==> src/rtl/multiplier.sv <==
// Sequential unsigned shift-add multiplier: N-bit operands, 2N-bit product over
// N steps, with valid/ready handshakes on the request and result sides.
module multiplier #(
  parameter int N = 8
) (
  input  logic           clk,
  input  logic           rst,
  input  logic           valid_i,
  output logic           ready_i,
  input  logic [N-1:0]   a,
  input  logic [N-1:0]   b,
  output logic           valid_o,
  input  logic           ready_o,
  output logic [2*N-1:0] product
);

  localparam int CW = $clog2(N + 1);

  typedef enum logic [1:0] {
    S_IDLE = 2'd0,
    S_BUSY = 2'd1,
    S_DONE = 2'd2
  } state_t;

  state_t           r_state;
  state_t           w_next;
  logic [2*N-1:0]   r_mcand;
  logic [N-1:0]     r_mplier;
  logic [2*N-1:0]   r_acc;
  logic [CW-1:0]    r_cnt;
  logic [2*N-1:0]   r_product;
  logic [2*N-1:0]   w_acc_next;
  logic             w_last;

  // One add-and-shift step; the final step's sum is what gets published.
  assign w_acc_next = r_acc + (r_mplier[0] ? r_mcand : {(2*N){1'b0}});
  assign w_last     = (r_cnt == CW'(N - 1));
  assign product    = r_product;

  // State register
  always_ff @(posedge clk or negedge rst) begin
    if (!rst) begin
      r_state <= S_IDLE;
    end else begin
      r_state <= w_next;
    end
  end

  // Next-state logic
  always_comb begin
    w_next = r_state;
    case (r_state)
      S_IDLE:  w_next = valid_i ? S_BUSY : S_IDLE;
      S_BUSY:  w_next = w_last  ? S_DONE : S_BUSY;
      S_DONE:  w_next = ready_o ? S_IDLE : S_DONE;
      default: w_next = S_IDLE;
    endcase
  end

  // Handshake outputs decoded from state only
  always_comb begin
    ready_i = 1'b0;
    valid_o = 1'b0;
    case (r_state)
      S_IDLE: begin
        ready_i = 1'b1;
        valid_o = 1'b0;
      end
      S_BUSY: begin
        ready_i = 1'b0;
        valid_o = 1'b0;
      end
      S_DONE: begin
        ready_i = 1'b0;
        valid_o = 1'b1;
      end
      default: begin
        ready_i = 1'b0;
        valid_o = 1'b0;
      end
    endcase
  end

  // Datapath: operand capture, shift-add steps and result register
  always_ff @(posedge clk or negedge rst) begin
    if (!rst) begin
      r_mcand   <= {(2*N){1'b0}};
      r_mplier  <= {N{1'b0}};
      r_acc     <= {(2*N){1'b0}};
      r_cnt     <= {CW{1'b0}};
      r_product <= {(2*N){1'b0}};
    end else begin
      case (r_state)
        S_IDLE: begin
          if (valid_i) begin
            r_mcand  <= {{N{1'b0}}, a};
            r_mplier <= b;
            r_acc    <= {(2*N){1'b0}};
            r_cnt    <= {CW{1'b0}};
          end
        end
        S_BUSY: begin
          r_acc    <= w_acc_next;
          r_mcand  <= r_mcand << 1;
          r_mplier <= r_mplier >> 1;
          r_cnt    <= r_cnt + CW'(1);
          if (w_last) begin
            r_product <= w_acc_next;
          end
        end
        default: begin
        end
      endcase
    end
  end

endmodule

==> config.mk <==
export PLATFORM = sky130hd
export DESIGN_NAME = multiplier
export DESIGN_NICKNAME = d
export VERILOG_FILES = /design/src/rtl/multiplier.sv
export SDC_FILE = /design/constraint.sdc
export NUM_CORES = 1
export LEC_CHECK = 0
export ABC_CLOCK_PERIOD_IN_PS = 3500
export CAP_MARGIN = 20
export CELL_PAD_IN_SITES_DETAIL_PLACEMENT = 0
export CELL_PAD_IN_SITES_GLOBAL_PLACEMENT = 1
export CORE_ASPECT_RATIO = 0.8
export CORE_UTILIZATION = 35
export DETAILED_ROUTE_END_ITERATION = 8
export PLACE_DENSITY = 0.78
export SYNTH_ARGS = -nofsm -noshare
export SYNTH_HDL_FRONTEND = slang
export SYNTH_SLANG_ARGS = --single-unit
==> constraint.sdc <==
create_clock -name clk -period 3.5 [get_ports clk]
set_clock_uncertainty 0.2 [all_clocks]
set_input_delay 0.525 -clock clk [delete_from_list [all_inputs] [get_ports clk]]
set_output_delay 0.525 -clock clk [all_outputs]
set_load 0.02 [all_outputs]
# == Word-level counts from Yosys, hierarchy flattened ==
# Cells that the tools add are included.
# classes
addsub,2
n_mul,0
div,0
n_lt_le_gt_ge,0
n_eq_ne,4
shifts,0
mux,15
n_bitwise,0
reduce_logical,4
# op_table
op,count
$pmux W16 S2,2
$mux W16,3
$add A16 B16 Y16,1
$pmux W8 S2,1
$mux W8,1
$pmux W4 S2,1
$pmux W2 S3,1
$add A4 B1 Y4 const B,1
$eq A4 B3 Y1 const B,1
$mux W2,2
$mux W4,1
$reduce_and A2 Y1,2
$mux W1,3
$eq A2 B1 Y1 const B,1
$eq A2 B2 Y1 const B,1
$logic_not A2 Y1,1
$ne A2 B2 Y1 const B,1
$reduce_bool A2 Y1,1
# totals
regBits,62
latch_bits,0
ram_bits,0
romBits,0
input_bits,20
out_inout_bits,18
word_cells,31
mem_count,0

# == Longest topological paths before layout ==
# depth
depth_word,3
mapped_depth,11
mapped_depth_nobuf,10

# == Least setup slack after synthesis ==
# OpenSTA, ideal clock, no wires.
# synth_path
kind,reg2reg
start,register r_mplier[0]
end,register r_acc[12]
arrival_time_ns,2.336
required_ns,3.169
setup_slack_ns,0.834
path_stages_with_launch,12
path_buffers,1
period_less_slack_ns,2.666
path_cell_list,dfrtp_1 > clkbuf_1 > and2_1 > ha_1 > fa_1 > a21oi_1 > o21ai_1 > a21oi_2 > o21ai_2 > a41oi_1 > xor2_1 > o21ai_0
# synth_via
elab_chain_cells,3
# synth_lines
item,line_no,source
from (decl),28,logic [N-1:0] r_mplier;
from (signal assigned),88,r_mplier <= {N{1'b0}};
from (signal assigned),105,r_mplier <= r_mplier >> 1;
$mux W16,36,assign w_acc_next = r_acc + (r_mplier[0] ? r_mcand : {(2*N){1'b0}});
$add A16 B16 Y16,36,
$pmux W16 S2,93,case (r_state)
to (signal assigned),89,r_acc <= {(2*N){1'b0}};
to (signal assigned),98,r_acc <= {(2*N){1'b0}};
to (signal assigned),103,r_acc <= w_acc_next;
to (decl),29,logic [2*N-1:0] r_acc;
# No other way between the ends.
# A chain may end at the register's enable or synchronous reset.

# == Worst setup path after layout ==
# Ends and elaborated chain as after synthesis.

==> metrics.txt <==
status finished clean; utilization after layout 0.461; layout cells sized above 1 0.0956; global-route wire length before repair ~12 mm; Layout Nets slightly below 400; share of the clock period used by the worst path 0.814; Final Hold Viols 0; placed cell area 3670 um^2; Leak around 0.0019 uW; CTS root buffer clkbuf_16; Vias 2444; CP max-delay cell dfrtp_1; leading register cell type out of synthesis dfrtp_1; crit path cell chain and2_1, ha_1, fa_1, a21oi_1, o21ai_1, a21oi_2, o21ai_2, a41oi_1, xor2_1, o21ai_0; critical path class reg -> reg; Die Area roughly 9400 um^2; height of the die 87.1 um; pwr/cell area around 870 nW/um^2; Synth warnings 0; Via density 5.11; clock tree from TritonCTS yes; Area Overhead vs Synth 25.8%; Fmax 0.351 GHz; Clock Sinks 62; Synth area leader dfrtp_1; detailed-route DRC error count 0; sequential share of the synthesized area 0.490; Int Power between 2000 and 2500 uW; post-route ant nets 0; final slew viol count 0; Clk Latency, worst-skew pair 0.33 ns; WL/cell ~15 um; Worst path max stage delay ~0.51 ns; via count of the first global-routing pass ~2400; Area contributors post-synth dfrtp_1, nand2_1, ha_1; slew margin rel. 0.556; # rows 30; RSZ-0062 raised after global routing false; Clk pin slew, worst setup/hold paths roughly 0.05 ns; Clock Path Buffers 2; switch share 0.358; Initial Util 0.367; hold buffers post-CTS 0; Synth async-reset ratio 1.00; DRT iter0 DRCs between 100 and 150; cts repair resizes 0; Core Footprint around 8600 um^2; worst-margin pin slew 0.666 ns; EDFF count, synth 0; CP max FO 17; I/O Buffers 37; Setup crit end kind register; WL final 6.97 mm; Placer Congestion ~0.87; diode count 0; Net Switching about 1200 uW; CP startpoint kind register; Max IR drop VDD roughly 0.29 mV; Clock Power Share 0.273; hpwl dp about 5 mm; top cell type's share of synthesized area 0.490; Max Cap Viol 0; Top Ports 38; HP Class in -> async; Setup TNS 0 ns; global-route usage over all layers 0.167; DR pass1 iterations 4; sequential cell fraction of total power 0.355; final setup fails 0; Synth Net Count around 360; Die X ~110 um; Syn Std Cell Area around 3200 um^2; CTS buffer count 9; syn avg cell area approximately 10 um^2; initial antenna violation count 0; Post-CTS Setup Repair Bufs 0; arrival time worst endpoint about 2.8 ns; design area 3980 um^2; combinational power share 0.372; FF+latch count, synth between 60 and 70; fin crit period roughly 2.9 ns; Post-Syn Instances 322; total grt overflow 0; largest net degree at the start of global routing 33; H-tree levels 3; Filler cells roughly 840; Unique masters post-synth 34; Required @ worst endpoint roughly 3.5 ns
-- flip-flops by register name, summed over array words and instances, names as in the netlist --
name      cells
r_mcand      16
r_cnt         4
r_mplier      8
r_acc        16
r_state       2
product      16
-- path summary, 6_finish.rpt --
path / cells after the start / end / slack (ns) / start
max in group asynchronous: 2 / r_mcand[13] / 2.35 / rst
min: 1 / product[2] / 0.03 / rst
min reg2reg: 2 / product[7] / 0.27 / product[7]
max reg2reg: 10 / r_acc[12] / 0.65 / r_mplier[0]
min in group clk: 2 / product[7] / 0.27 / product[7]
max: 10 / r_acc[12] / 0.65 / r_mplier[0]
-- per-stage QoR --
stage               instances  hold slack, ns  total power (uW)  setup slack [ns]
floorplan                 322          0.0294              2070             0.834
detailed placement        462           0.266              2530             0.616
finish                    478          0.0310              3450             0.650
global route              478          0.0848              3700             0.345
CTS                       478          0.0489              3490             0.616
global placement          462           0.259              2500             0.713
-- synthesized netlist by cell type (all sizes together) (7+ instances only) --
master,count
inv,7
ha,16
clkbuf,16
dfrtp,62
nand2,67
xor2,10
and2,16
a21oi,15
a22oi,14
a22o,21
o21ai,34
-- routing by layer --
metal	global-route usage	share of wire	up-vias
li1	-	-	1210
met1	0.255	0.55	1151
met2	0.223	0.38	72
met3	0.0411	0.057	11
met4	0.0627	0.013	0
met5	0	0	-
-- power groups by stage --
stage,combinational [uW],clock (uW),sequential (uW)
global route,1440,994,1270
floorplan,815,0,1250
CTS,1300,965,1230
global placement,1270,0,1220
detailed placement,1300,0,1230
finish,1280,943,1230
-- cell usage in the layout (no fill, tap or decap), drive strengths merged, types with 7 or more instances in the layout --
cell type	count
a21oi	15
a22o	21
a22oi	14
and2	16
buf	8
clkbuf	12
clkdlybuf4s50	36
dfrtp	62
ha	16
inv	7
nand2	67
o21ai	34
xor2	10
-- kinds of logic (layout without fill, tap and decap cells) --
logic type | count (synthesis) | count (layout) | synth area share
fa+ha+maj | 17 | 17 | 0.0696
buf+inv | 23 | 67 | 0.0273
simple gates | 103 | 103 | 0.147
mux | 2 | 2 | 0.00711
compound gates | 100 | 100 | 0.218
xor+xnor | 15 | 15 | 0.0415
flops | 62 | 62 | 0.490
-- worst max-delay path: cells and delay by family, from the launching register on --
family	cells	cell delay, ns
compound gates	6	0.97
fa+ha+maj	2	0.61
flops	1	0.51
simple gates	1	0.21
xor+xnor	1	0.21
-- final cells by class --
cell class	instances	area [um^2]	area share
clock buffers	12	246	0.0619
repair buffers	44	418	0.105
inverters	7	26.3	0.00660
multi-input cells	237	1530	0.384
well taps	112	140	0.0352
clock inverters	4	70.1	0.0176
flip-flops and latches	62	1550	0.389
Power figures use the tool's default switching activity.
